File: src/rtl/clock_div_monitor.sv
// Divided-clock monitor: measures period and high time of mon_clk in clock_in cycles,
// tracks lock on the expected ratio, and counts bad periods and stuck-clock timeouts.
module clock_div_monitor #(
  parameter int DIV_RATIO  = 3,
  parameter int CNT_W      = 8,
  parameter int LOCK_COUNT = 4,
  parameter int TIMEOUT    = 16
) (
  input  logic             clock_in,
  input  logic             reset,
  input  logic             mon_clk,
  input  logic             enable,
  input  logic             clr_err,
  output logic [CNT_W-1:0] period,
  output logic [CNT_W-1:0] high_cnt,
  output logic             period_valid,
  output logic             locked,
  output logic             stuck,
  output logic [7:0]       err_cnt
);

  localparam logic [1:0] ST_IDLE    = 2'd0;
  localparam logic [1:0] ST_ACQUIRE = 2'd1;
  localparam logic [1:0] ST_MEASURE = 2'd2;
  localparam logic [1:0] ST_LOCKED  = 2'd3;

  localparam int RUN_W = $clog2(LOCK_COUNT + 1);
  localparam logic [CNT_W-1:0] TO_VAL    = CNT_W'(TIMEOUT);
  localparam logic [CNT_W-1:0] DIV_VAL   = CNT_W'(DIV_RATIO);
  localparam logic [CNT_W-1:0] HI_MAX    = CNT_W'(DIV_RATIO - 1);
  localparam logic [CNT_W-1:0] CNT_ONE   = CNT_W'(1);

  logic [1:0]       state_q, state_d;
  logic             s0_q, s0_d, s1_q, s1_d;
  logic [CNT_W-1:0] cnt_q, cnt_d, hc_q, hc_d;
  logic [RUN_W-1:0] lock_run_q, lock_run_d;
  logic [CNT_W-1:0] period_q, period_d, high_cnt_q, high_cnt_d;
  logic             period_valid_q, period_valid_d;
  logic             locked_q, locked_d, stuck_q, stuck_d;
  logic             to_seen_q, to_seen_d;
  logic [7:0]       err_cnt_q, err_cnt_d;

  logic             rise, good, timeout, err_ev;
  logic [CNT_W-1:0] cnt_inc, hc_inc, s0_ext;

  always_comb begin
    s0_d           = mon_clk;
    s1_d           = s0_q;
    state_d        = state_q;
    cnt_d          = cnt_q;
    hc_d           = hc_q;
    lock_run_d     = lock_run_q;
    period_d       = period_q;
    high_cnt_d     = high_cnt_q;
    period_valid_d = 1'b0;
    locked_d       = locked_q;
    stuck_d        = stuck_q;
    to_seen_d      = to_seen_q;
    err_ev         = 1'b0;

    rise    = s0_q & ~s1_q;
    s0_ext  = {{(CNT_W-1){1'b0}}, s0_q};
    cnt_inc = (cnt_q == TO_VAL) ? cnt_q : cnt_q + CNT_ONE;
    hc_inc  = (hc_q == TO_VAL) ? hc_q : hc_q + s0_ext;
    good    = (cnt_q == DIV_VAL) && (hc_q != '0) && (hc_q <= HI_MAX);
    // A timeout fires once; to_seen_q blocks recounting while cnt stays saturated.
    timeout = !rise && (cnt_q == TO_VAL) && !to_seen_q;

    if (!enable) begin
      state_d    = ST_IDLE;
      cnt_d      = '0;
      hc_d       = '0;
      lock_run_d = '0;
      locked_d   = 1'b0;
      stuck_d    = 1'b0;
      to_seen_d  = 1'b0;
    end else if (state_q == ST_IDLE) begin
      state_d = ST_ACQUIRE;
    end else begin
      cnt_d = rise ? CNT_ONE : cnt_inc;
      hc_d  = rise ? s0_ext : hc_inc;
      if (rise) begin
        stuck_d   = 1'b0;
        to_seen_d = 1'b0;
        if (state_q == ST_ACQUIRE) begin
          state_d = ST_MEASURE;
        end else begin
          period_d       = cnt_q;
          high_cnt_d     = hc_q;
          period_valid_d = 1'b1;
          if (good) begin
            if (int'(lock_run_q) < LOCK_COUNT) lock_run_d = lock_run_q + 1'b1;
            if (int'(lock_run_q) + 1 >= LOCK_COUNT) begin
              state_d  = ST_LOCKED;
              locked_d = 1'b1;
            end
          end else begin
            lock_run_d = '0;
            locked_d   = 1'b0;
            err_ev     = 1'b1;
            state_d    = ST_MEASURE;
          end
        end
      end else if (timeout) begin
        to_seen_d  = 1'b1;
        stuck_d    = 1'b1;
        locked_d   = 1'b0;
        lock_run_d = '0;
        err_ev     = 1'b1;
        state_d    = ST_ACQUIRE;
      end
    end

    if (clr_err)                          err_cnt_d = err_ev ? 8'd1 : 8'd0;
    else if (err_ev && err_cnt_q != 8'hFF) err_cnt_d = err_cnt_q + 8'd1;
    else                                   err_cnt_d = err_cnt_q;
  end

  always_ff @(posedge clock_in or posedge reset) begin
    if (reset) begin
      state_q        <= ST_IDLE;
      s0_q           <= 1'b0;
      s1_q           <= 1'b0;
      cnt_q          <= '0;
      hc_q           <= '0;
      lock_run_q     <= '0;
      period_q       <= '0;
      high_cnt_q     <= '0;
      period_valid_q <= 1'b0;
      locked_q       <= 1'b0;
      stuck_q        <= 1'b0;
      to_seen_q      <= 1'b0;
      err_cnt_q      <= '0;
    end else begin
      state_q        <= state_d;
      s0_q           <= s0_d;
      s1_q           <= s1_d;
      cnt_q          <= cnt_d;
      hc_q           <= hc_d;
      lock_run_q     <= lock_run_d;
      period_q       <= period_d;
      high_cnt_q     <= high_cnt_d;
      period_valid_q <= period_valid_d;
      locked_q       <= locked_d;
      stuck_q        <= stuck_d;
      to_seen_q      <= to_seen_d;
      err_cnt_q      <= err_cnt_d;
    end
  end

  assign period       = period_q;
  assign high_cnt     = high_cnt_q;
  assign period_valid = period_valid_q;
  assign locked       = locked_q;
  assign stuck        = stuck_q;
  assign err_cnt      = err_cnt_q;

endmodule

File: config.mk
export PLATFORM = sky130hd
export DESIGN_NAME = clock_div_monitor
export DESIGN_NICKNAME = d
export VERILOG_FILES = /design/src/rtl/clock_div_monitor.sv
export SDC_FILE = /design/constraint.sdc
export NUM_CORES = 1
export LEC_CHECK = 0
export ABC_AREA = 0
export CAP_MARGIN = 0
export CORE_ASPECT_RATIO = 1.25
export CORE_MARGIN = 3
export CORE_UTILIZATION = 50
export CTS_CLUSTER_DIAMETER = 80
export DETAILED_ROUTE_END_ITERATION = 6
export MAX_ROUTING_LAYER = met4
export PLACE_DENSITY_LB_ADDON = 0.2
export SLEW_MARGIN = 5
export SYNTH_ARGS = -nofsm -noshare
export SYNTH_HDL_FRONTEND = slang
export SYNTH_SLANG_ARGS = --single-unit
File: constraint.sdc
create_clock -name clock_in -period 1.91 [get_ports clock_in]
set_clock_uncertainty 0.2 [all_clocks]
set_input_delay 0.382 -clock clock_in [delete_from_list [all_inputs] [get_ports clock_in]]
set_output_delay 0.382 -clock clock_in [all_outputs]
set_load 0.02 [all_outputs]
==> metrics.txt <==
standard-cell row count=28; CTS Hold Bufs=0; Leakage=1.667 nW; VDD IR max=0.0006737 V; worst-path fanout max=8; RePlAce Congestion=0.8334; Seq cells post-synth=50; GRT Overall Usage=0.2150; Fin Hold WS=0.2067 ns; area of the multi-input gates=1346 µm²; FFs w/ async S/R, synth=1.000; Fill cells=322; Fin Setup TNS=-2.533 ns; setup violators final=21; CTS tree=built; root buffer cell=clkbuf_8; layout cells sized above 1=0.3742; number of flops mapped to enable cells by yosys=0; die area=5941 µm²; H-Tree Level Count=2; largest net degree at the start of global routing=51; outcome=finished with violations; number of max-cap violations=0; minimum clock period=2.109 ns; Slew Limit Fails=0; Storage cell area=1251 µm²; Crit Path Class=flop to flop; Placed Cells=365; Pre-antenna DRT Iters=4; most frequent cell after synthesis=dfrtp_1; vias in the first global route=2165; CTS Buffer Depth=2; worst path arrival time=2.16 ns; cell depth of the worst flop-to-flop path=8; Required @ worst endpoint=1.96 ns; part of the Yosys area used for sequential elements=0.4958; synthesized netlist cell count=237; cts bufs inserted=5; failing checks=negative setup slack; drt wl/cell=15.33 µm; CTS Sinks=50; Mapped Avg Cell Area=10.65 µm²; Final WS setup=-0.1987 ns; Peak Freq=474.2 MHz; main flop type after synthesis=dfrtp_1; Worst-Margin Slew=0.3413 ns; I/O pin count=32; Synth top area share=0.4958; Placeable Area=4800 µm²; fin nets=336; crit start category=flop; nature of the critical path endpoint=flop; ant diodes=0; Post-DP HPWL=3.934 mm; Synth Cell Area=2524 µm²; Slew Limit Headroom=0.7725; clk slew on worst S/H paths=0.09 ns; Netlist cell types=56; clock latency at the later pin of the worst-skew pair=0.31 ns; gr ovfl total=0; Post-synth top cells=dfrtp_1, nand2_1, o21ai_0; top cells by area, synth=dfrtp_1, mux2_2, o21ai_0, nand2_1, ha_1; Port Buffers=31; DRT iter0 DRCs=118; Final ANT Viol Nets=0; crit share post-route=1.104; die width=69.55 µm; Via density=5.521; Hold Fails Final Rpt=0; unrepaired setup endpoints after global routing=true; Worst Hold Class=primary input to asynchronous set/reset pin; Die Y-Extent=85.43 µm; power per cell area=627.3 nW/µm²; Initial Util=0.5258; via count=2131; area grow syn2layout=42.84%; fin cells=386; first-pass GRT wire length=9.942 mm; initial antenna violation count=0; Post-Syn Nets=248; DRC viols=0; yosys warns=0; cell accounting for the most synthesized area=dfrtp_1; Post-Route WL=5.919 mm
[layout by cell type (no fill, tap or decap), types with 3 or more instances in the layout]
cell / n
buf_4: 50
nor2_4: 4
clkbuf_8: 5
and3_1: 3
inv_2: 3
clkdlybuf4s50_1: 21
nor2_1: 14
o211ai_1: 3
ha_1: 5
nand2_1: 21
o21ai_1: 7
inv_1: 6
nand4_1: 5
a21oi_2: 4
xor2_1: 7
buf_6: 6
o21ai_0: 11
nand3_1: 8
dlygate4sd2_1: 8
o21ai_2: 4
a21oi_1: 8
dfrtp_1: 50
or3_1: 5
mux2_2: 14
[worst max-delay path, stage by stage, from the launching register on]
cell and delay (ns):
dfrtp_1 0.43, nor4_4 0.30, buf_4 0.17, nand3_4 0.08, nor2_4 0.13, o21ai_4 0.10
buf_12 0.15, or3_1 0.36, a21oi_1 0.14
[sequential cells by signal, summed over array words and instances, names as in the netlist, 2 cells and up]
name        cells
cnt_q           8
err_cnt         8
hc_q            8
high_cnt        8
period          8
lock_run_q      3
state_q         2
[worst paths after layout]
kind / start / slack [ns] / end
setup / recovery: cnt_q[5] / -0.20 / err_cnt[2]
hold / removal: reset / 0.21 / err_cnt[4]
setup reg to reg: cnt_q[5] / -0.20 / err_cnt[2]
hold reg to reg: period[7] / 0.29 / period[7]
max in group asynchronous: reset / 1.07 / state_q[1]
min in group clock_in: period[7] / 0.29 / period[7]
[timing repair]
item                                    CTS  global route
gates resized for setup                  24            31
pin swaps                                24            21
endpoints found under the setup margin   27            29
setup buffers                             8             6
[kinds of logic after synthesis]
family / count (synthesis) / synth area share
simple gates: 87 / 0.2053
compound gates: 53 / 0.1413
flops: 50 / 0.4958
buf+inv: 17 / 0.03024
mux: 15 / 0.06643
xor+xnor: 9 / 0.03124
fa+ha+maj: 6 / 0.02975
[stage by stage]
stage	area [µm²]	power, mW	utilization	setup slack (ns)
floorplan	2536	1.332	-	-0.1478
global placement	3229	1.487	0.6728	-0.3612
detailed placement	3229	1.493	0.6728	-0.4072
CTS	3442	2.238	0.7172	-0.2166
global route	3605	2.371	0.7510	-0.2709
finish	3605	2.261	0.7510	-0.1987
[metal layers]
layer / GRT usage / up-vias / share of wire
li1: - / 1021 / -
met3: 0.02962 / 12 / 0.036
met4: 0.07815 / 0 / 0.020
met2: 0.3733 / 43 / 0.53
met5: - / - / 0
met1: 0.2542 / 1055 / 0.41
[layout make-up]
cell class                      count  area share
Timing Repair Buffer               89      0.2187
Multi-Input combinational cell    170      0.3735
Sequential cell                    50      0.3471
Tap cell                           60     0.02083
Inverter                            9    0.009372
Clock inverter                      2     0.01041
Clock buffer                        6     0.02013
[report_power, final]
group	internal, mW	switching, mW	leakage (nW)
sequential	1.10	0.0265	0.684
combinational	0.181	0.206	0.931
clock	0.391	0.360	0.0514
total	1.67	0.592	1.67
Power figures use the tool's default switching activity.
